`src/rtl/ddr_line_adapter.sv`:
```
// ddr_line_adapter: 128-bit line request stream to DDR3 user-port commands, with ordered read responses.
// Optional DDR_ADAPTER_STATS_EN adds stat_rd/stat_wr/stat_stall counters.
module ddr_line_adapter #(
  parameter int RSP_DEPTH   = 8,
  parameter int MAX_WR_PEND = 15
) (
  input  logic         clk,
  input  logic         reset,
  input  logic         cmd_valid,
  output logic         cmd_ready,
  input  logic         cmd_write,
  input  logic [31:0]  cmd_addr,
  input  logic [127:0] cmd_wdata,
  output logic         rsp_valid,
  input  logic         rsp_ready,
  output logic [127:0] rsp_data,
  output logic         wr_idle,
  output logic         rd_addr_en,
  output logic [31:0]  rd_addr,
  output logic         rd_en,
  input  logic         rd_valid,
  input  logic [127:0] rd_data,
  input  logic         rd_busy,
  output logic         wr_addr_en,
  output logic         wr_en,
  output logic [31:0]  wr_addr,
  output logic [127:0] wr_data,
  output logic [15:0]  wr_datamask,
  input  logic         wr_ack,
  input  logic         wr_busy
`ifdef DDR_ADAPTER_STATS_EN
  ,
  output logic [31:0]  stat_rd,
  output logic [31:0]  stat_wr,
  output logic [31:0]  stat_stall
`endif
);
  localparam int PW  = $clog2(RSP_DEPTH);
  localparam int CW  = PW + 1;
  localparam int WPW = $clog2(MAX_WR_PEND + 1);
  typedef enum logic [1:0] {IDLE, RD, WR} state_t;
  state_t state, state_nx;
  logic [CW-1:0]  rd_out, count;
  logic [CW:0]    credit_sum;
  logic [PW-1:0]  wptr, rptr;
  logic [WPW-1:0] wr_pend;
  logic [127:0]   mem [RSP_DEPTH];
  logic dir_ok, credit_ok, accept, acc_rd, acc_wr, push, pop, ack;
  logic unused;
  assign unused = ^cmd_addr[3:0];
  always_comb begin
    credit_sum  = {1'b0, rd_out} + {1'b0, count};
    dir_ok      = state == IDLE || (state == RD && !cmd_write) || (state == WR && cmd_write);
    credit_ok   = cmd_write ? (!wr_busy && wr_pend < WPW'(MAX_WR_PEND))
                            : (!rd_busy && credit_sum < (CW+1)'(RSP_DEPTH));
    cmd_ready   = !reset && dir_ok && credit_ok;
    accept      = cmd_valid && cmd_ready;
    acc_rd      = accept && !cmd_write;
    acc_wr      = accept && cmd_write;
    rd_en       = !reset && rd_valid && count < CW'(RSP_DEPTH);
    // Data returned with no read outstanding is stray and must not enter the FIFO.
    push        = rd_en && rd_out != '0;
    rsp_valid   = count != '0;
    pop         = rsp_valid && rsp_ready;
    ack         = wr_ack && wr_pend != '0;
    wr_idle     = wr_pend == '0;
    rsp_data    = rsp_valid ? mem[rptr] : '0;
    wr_datamask = '0;
  end
  always_comb begin
    state_nx = state;
    if (state == IDLE && accept) state_nx = cmd_write ? WR : RD;
    else if (state == RD && rd_out == '0 && !accept) state_nx = IDLE;
    else if (state == WR && wr_pend == '0 && !accept) state_nx = IDLE;
  end
  always_ff @(posedge clk or posedge reset) begin
    if (reset) begin
      state      <= IDLE;
      rd_out     <= '0;
      count      <= '0;
      wptr       <= '0;
      rptr       <= '0;
      wr_pend    <= '0;
      rd_addr_en <= 1'b0;
      rd_addr    <= '0;
      wr_addr_en <= 1'b0;
      wr_en      <= 1'b0;
      wr_addr    <= '0;
      wr_data    <= '0;
    end else begin
      state      <= state_nx;
      rd_out     <= rd_out + CW'(acc_rd) - CW'(push);
      count      <= count + CW'(push) - CW'(pop);
      wptr       <= wptr + PW'(push);
      rptr       <= rptr + PW'(pop);
      wr_pend    <= wr_pend + WPW'(acc_wr) - WPW'(ack);
      rd_addr_en <= acc_rd;
      wr_addr_en <= acc_wr;
      wr_en      <= acc_wr;
      if (acc_rd) rd_addr <= {4'b0, cmd_addr[31:4]};
      if (acc_wr) begin
        wr_addr <= {4'b0, cmd_addr[31:4]};
        wr_data <= cmd_wdata;
      end
    end
  end
  always_ff @(posedge clk) begin
    if (push) mem[wptr] <= rd_data;
  end
`ifdef DDR_ADAPTER_STATS_EN
  always_ff @(posedge clk or posedge reset) begin
    if (reset) begin
      stat_rd    <= '0;
      stat_wr    <= '0;
      stat_stall <= '0;
    end else begin
      stat_rd    <= stat_rd + 32'(acc_rd);
      stat_wr    <= stat_wr + 32'(acc_wr);
      stat_stall <= stat_stall + 32'(cmd_valid && !cmd_ready);
    end
  end
`endif
endmodule

```
`config.mk`:
```
export PLATFORM = sky130hd
export DESIGN_NAME = ddr_line_adapter
export DESIGN_NICKNAME = d
export VERILOG_FILES = /design/src/rtl/ddr_line_adapter.sv
export SDC_FILE = /design/constraint.sdc
export NUM_CORES = 1
export LEC_CHECK = 0
export CAP_MARGIN = 10
export CORE_MARGIN = 2
export CORE_UTILIZATION = 45
export DETAILED_ROUTE_END_ITERATION = 8
export GPL_TIMING_DRIVEN = 1
export MAX_ROUTING_LAYER = met4
export PLACE_DENSITY = 0.68
export REMOVE_ABC_BUFFERS = 1
export SYNTH_ARGS = -nofsm -noshare
export SYNTH_HDL_FRONTEND = slang
export SYNTH_SLANG_ARGS = --single-unit
export TNS_END_PERCENT = 50
```
`constraint.sdc`:
```
create_clock -name clk -period 24.2 [get_ports clk]
set_clock_uncertainty 0.15 [all_clocks]
set_input_delay 4.84 -clock clk [delete_from_list [all_inputs] [get_ports clk]]
set_output_delay 4.84 -clock clk [all_outputs]
set_load 0.02 [all_outputs]
```
==> metrics.md <==
| Metric | Value |
|---|---|
| Finished Core Util | 56.69% |
| PwrDens | around 110 nW/um^2 |
| Seq/Total Area, Yosys | 77.18% |
| WS Path Type | primary input to primary output |
| CP bufs+invs | 2 |
| Ys async rst share | 16.75% |
| Number of CTS-inserted buffers | ~120 |
| Int Power | between 4 and 5 mW |
| RD Place Congestion | between 0.8 and 0.9 |
| DP Cell Count | 3,935 |
| Worst path top cell family by delay | buffers and inverters |
| Bufs on Longest Clock Path | 3 |
| Die X | 325.5 um |
| CP Cell Sequence | clkdlybuf4s50_1, nor4_1, o211ai_1, a21oi_1, clkdlybuf4s50_1 |
| Via Count | around 23k |
| Comb power frac | just over 30% |
| Sw Ratio | 29.50% |
| Outcome | completed |
| Clock Latency Late Sink | between 700 and 800 ps |
| WL per Instance | around 26 um |
| Design Power | ~6.2 mW |
| Post-synth top area share | 66.10% |
| Ys flop type | edfxtp_1 |
| Final setup viols | 0 |
| Clock transition at path regs | about 60 ps |
| First-pass GRT wire length | between 150 and 200 mm |
| CTS tree | yes |
| P_leak | slightly above 20 nW |
| Setup TNS | 0 ps |
| Worst setup path end | cmd_ready |
| Distinct cell type count after synthesis | 38 |
| Pre-Repair DR Iteration Count | 5 |
| DRC | 0 |
| Area Overhead vs Synth | 24.52% |
| Hold-fix buffers, CTS | 0 |
| GRT overflow | 0 |
| # fillers | roughly 7.6k |
| Die Y-Extent | approximately 330 um |
| Core ar. | just over 100,000 um^2 |
| Commonest non-fill, non-tap cells in the layout | edfxtp_1 (1,024), clkdlybuf4s50_1 (611), mux4_2 (256) |
| Synth Warn # | 0 |
| DRT iter0 DRCs | approximately 1.6k |
| Hold Path Depth | 1 |
| Max frequency | between 0.08 and 0.09 GHz |
| Dominant cell type by area after synthesis | edfxtp_1 |
| Max-cap viol count | 0 |
| Nets | around 3.0k |
| Boundary Pins | 640 |
| Final Cell Area | just under 60,000 um^2 |
| Sequential Power Share | 39.8% |
| Count of clock tree sinks | between 1k and 1.5k |
| Yosys reg bits | 1,230 |
| Mean Syn Cell Area | ~23 um^2 |
| Synth top area cells | edfxtp_1 (66%), mux4_2 (12%), dfrtp_1 (11%) |
| Initial core utilization | a little under half |
| Capturing point of the worst reg2reg path | mem[1][2]$_DFFE_PP_ |
| Critical path capture point type | primary output |
| Finished Layout Cells | approximately 4.2k |
| Final critical-path share of the clock period | about 49% |
| R2r setup slk | a little under 20,000 ps |
| Mapped Cells | between 2k and 2.5k |
| Share of cells above drive strength 1 | approximately a fifth |
| Site Rows | between 100 and 150 |
| Reg2reg start | count[3]$_DFF_PP0_ |
| Root buf cell | clkbuf_16 |
| Max stage delay on crit path | 710 ps |
| Slew @ Worst Pin | 1263 ps |
| Vias in the first global route | roughly 25k |
| Top cell by count, worst path | clkdlybuf4s50_1 |
| CP max-delay cell | clkdlybuf4s50_1 |
| CP required | slightly below 20,000 ps |
| Vias per cell | between 5 and 6 |
| H-tree Lvls | 3 |
| Dpl ws | ~12,000 ps |
| All-Layer GR Usage | 21.01% |
| Antenna violations before repair | 15 |
| Switching power | approximately 1.8 mW |
| RSZ-0062 raised after global routing | no |
| Commonest non-fill, non-tap cell in the layout | edfxtp_1 |
| Startpoint class of the critical path | primary input |
| Largest net degree at the start of global routing | between 150 and 200 |
| Postcts setup bufs | 0 |
| Minimum clock period | roughly 12,000 ps |
| Levels on crit path | 5 |
| Final setup margin | about 12,000 ps |
| Maximum vdd drop | 0.00008853 V |
| Hold Crit Class | flop to flop |
| DRT antenna net count | 0 |
| Placed inst area | approximately 54,000 um^2 |
| Critical Path Source | cmd_write |
| Worst hold slack | between 300 and 400 ps |
| Final slew viol count | 0 |
| Final Hold Fails | 0 |
| PortBufs | between 600 and 700 |
| Arr. time, crit path | roughly 7000 ps |
| Synth Cell Area | around 47,000 um^2 |
| Worst-path fanout max | 3 |
| Routed WL | about 110 mm |
| Post-CTS sizing | 0 |
| Relative slew slack | ~16% |
| Detailed Place HPWL | around 63 mm |
| Clock network fraction of design power | 29.7% |
| Die area | roughly 110,000 um^2 |
| Post-synth EDFFs | approximately 1.0k |
| R2R cell count | 6 |
==> cells by family (layout without fill, tap and decap cells) <==
logic type               count (synthesis)  in the layout  share of synthesized area, %
AO/OA/AOI/OAI                          140            140                         2.577
XOR/XNOR                                 8              8                        0.1506
adder cells (fa/ha/maj)                 26             26                        0.7477
buffers and inverters                  158            892                         2.119
flip-flops                            1230           1230                         77.18
multiplexers                           440            440                         16.85
other                                    1             40                      0.008061
AND/OR/NAND/NOR                         32             32                        0.3738
==> worst reg2reg max path: cells and delay by family, from the launching register on <==
kind          cells  cell delay, ps
buf+inv           3            2170
simple gates      3            1130
flops             1             420
==> area by class of cell <==
type	instances	area [um^2]	area share, %
diodes	16	40.04	0.06912
flip-flops and latches	1230	35910	61.99
well taps	1368	1712	2.955
inverters	28	112.6	0.1944
repair buffers	639	6414	11.07
clock inverters	70	743.2	1.283
multi-input cells	670	9788	16.90
clock buffers	155	3208	5.538
==> worst min-delay path by stage <==
stage	start	slack, ps	to
finish	wr_data[12]$_DFFE_PP0N_	340	wr_data[12]$_DFFE_PP0N_
CTS	wr_data[12]$_DFFE_PP0N_	340	wr_data[12]$_DFFE_PP0N_
floorplan	rptr[2]$_DFF_PP0_	310	rptr[2]$_DFF_PP0_
global route	wr_data[120]$_DFFE_PP0N_	360	wr_data[120]$_DFFE_PP0N_
detailed placement	rd_addr[20]$_DFFE_PP0P_	330	rd_addr[20]$_DFFE_PP0P_
global placement	wr_addr[10]$_DFFE_PP0N_	320	wr_addr[10]$_DFFE_PP0N_
==> Yosys cell counts (all sizes together), types with 2 or more instances <==
| master | instances |
|---|---|
| mux4 | 256 |
| fa | 3 |
| nand2 | 4 |
| nor2b | 4 |
| nor3b | 2 |
| xnor2 | 3 |
| buf | 96 |
| clkbuf | 34 |
| ha | 23 |
| a21o | 3 |
| nor3 | 3 |
| mux2 | 184 |
| inv | 28 |
| nand2b | 2 |
| dfrtp | 206 |
| edfxtp | 1024 |
| nor2 | 9 |
| a21oi | 4 |
| nand3 | 3 |
| xor2 | 5 |
| o211ai | 2 |
| a22o | 128 |
==> power groups by stage <==
stage	logic, mW	registers (mW)	clock network [mW]
after floorplan	1.36	2.64	0
after global placement	1.91	2.52	0
after detailed placement	1.92	2.52	0
after CTS	1.93	2.48	1.89
after global routing	2.01	2.49	1.97
final	1.90	2.48	1.85
==> flip-flops by register name, indices dropped and copies added (netlist names) <==
name	count
wr_en	1
state	2
wptr	3
wr_data	128
wr_addr	28
count	4
rptr	3
wr_pend	4
rd_out	4
rd_addr	28
rd_addr_en	1
mem	1024
==> routing by layer <==
metal,global-route usage [%],vias up,share of wire [%]
met3,5.675,180,7.4
met1,25.72,12170,39
li1,-,9732,-
met4,7.383,0,3.1
met2,33.84,817,51
met5,-,-,0
(Power assumes the default switching activity.)
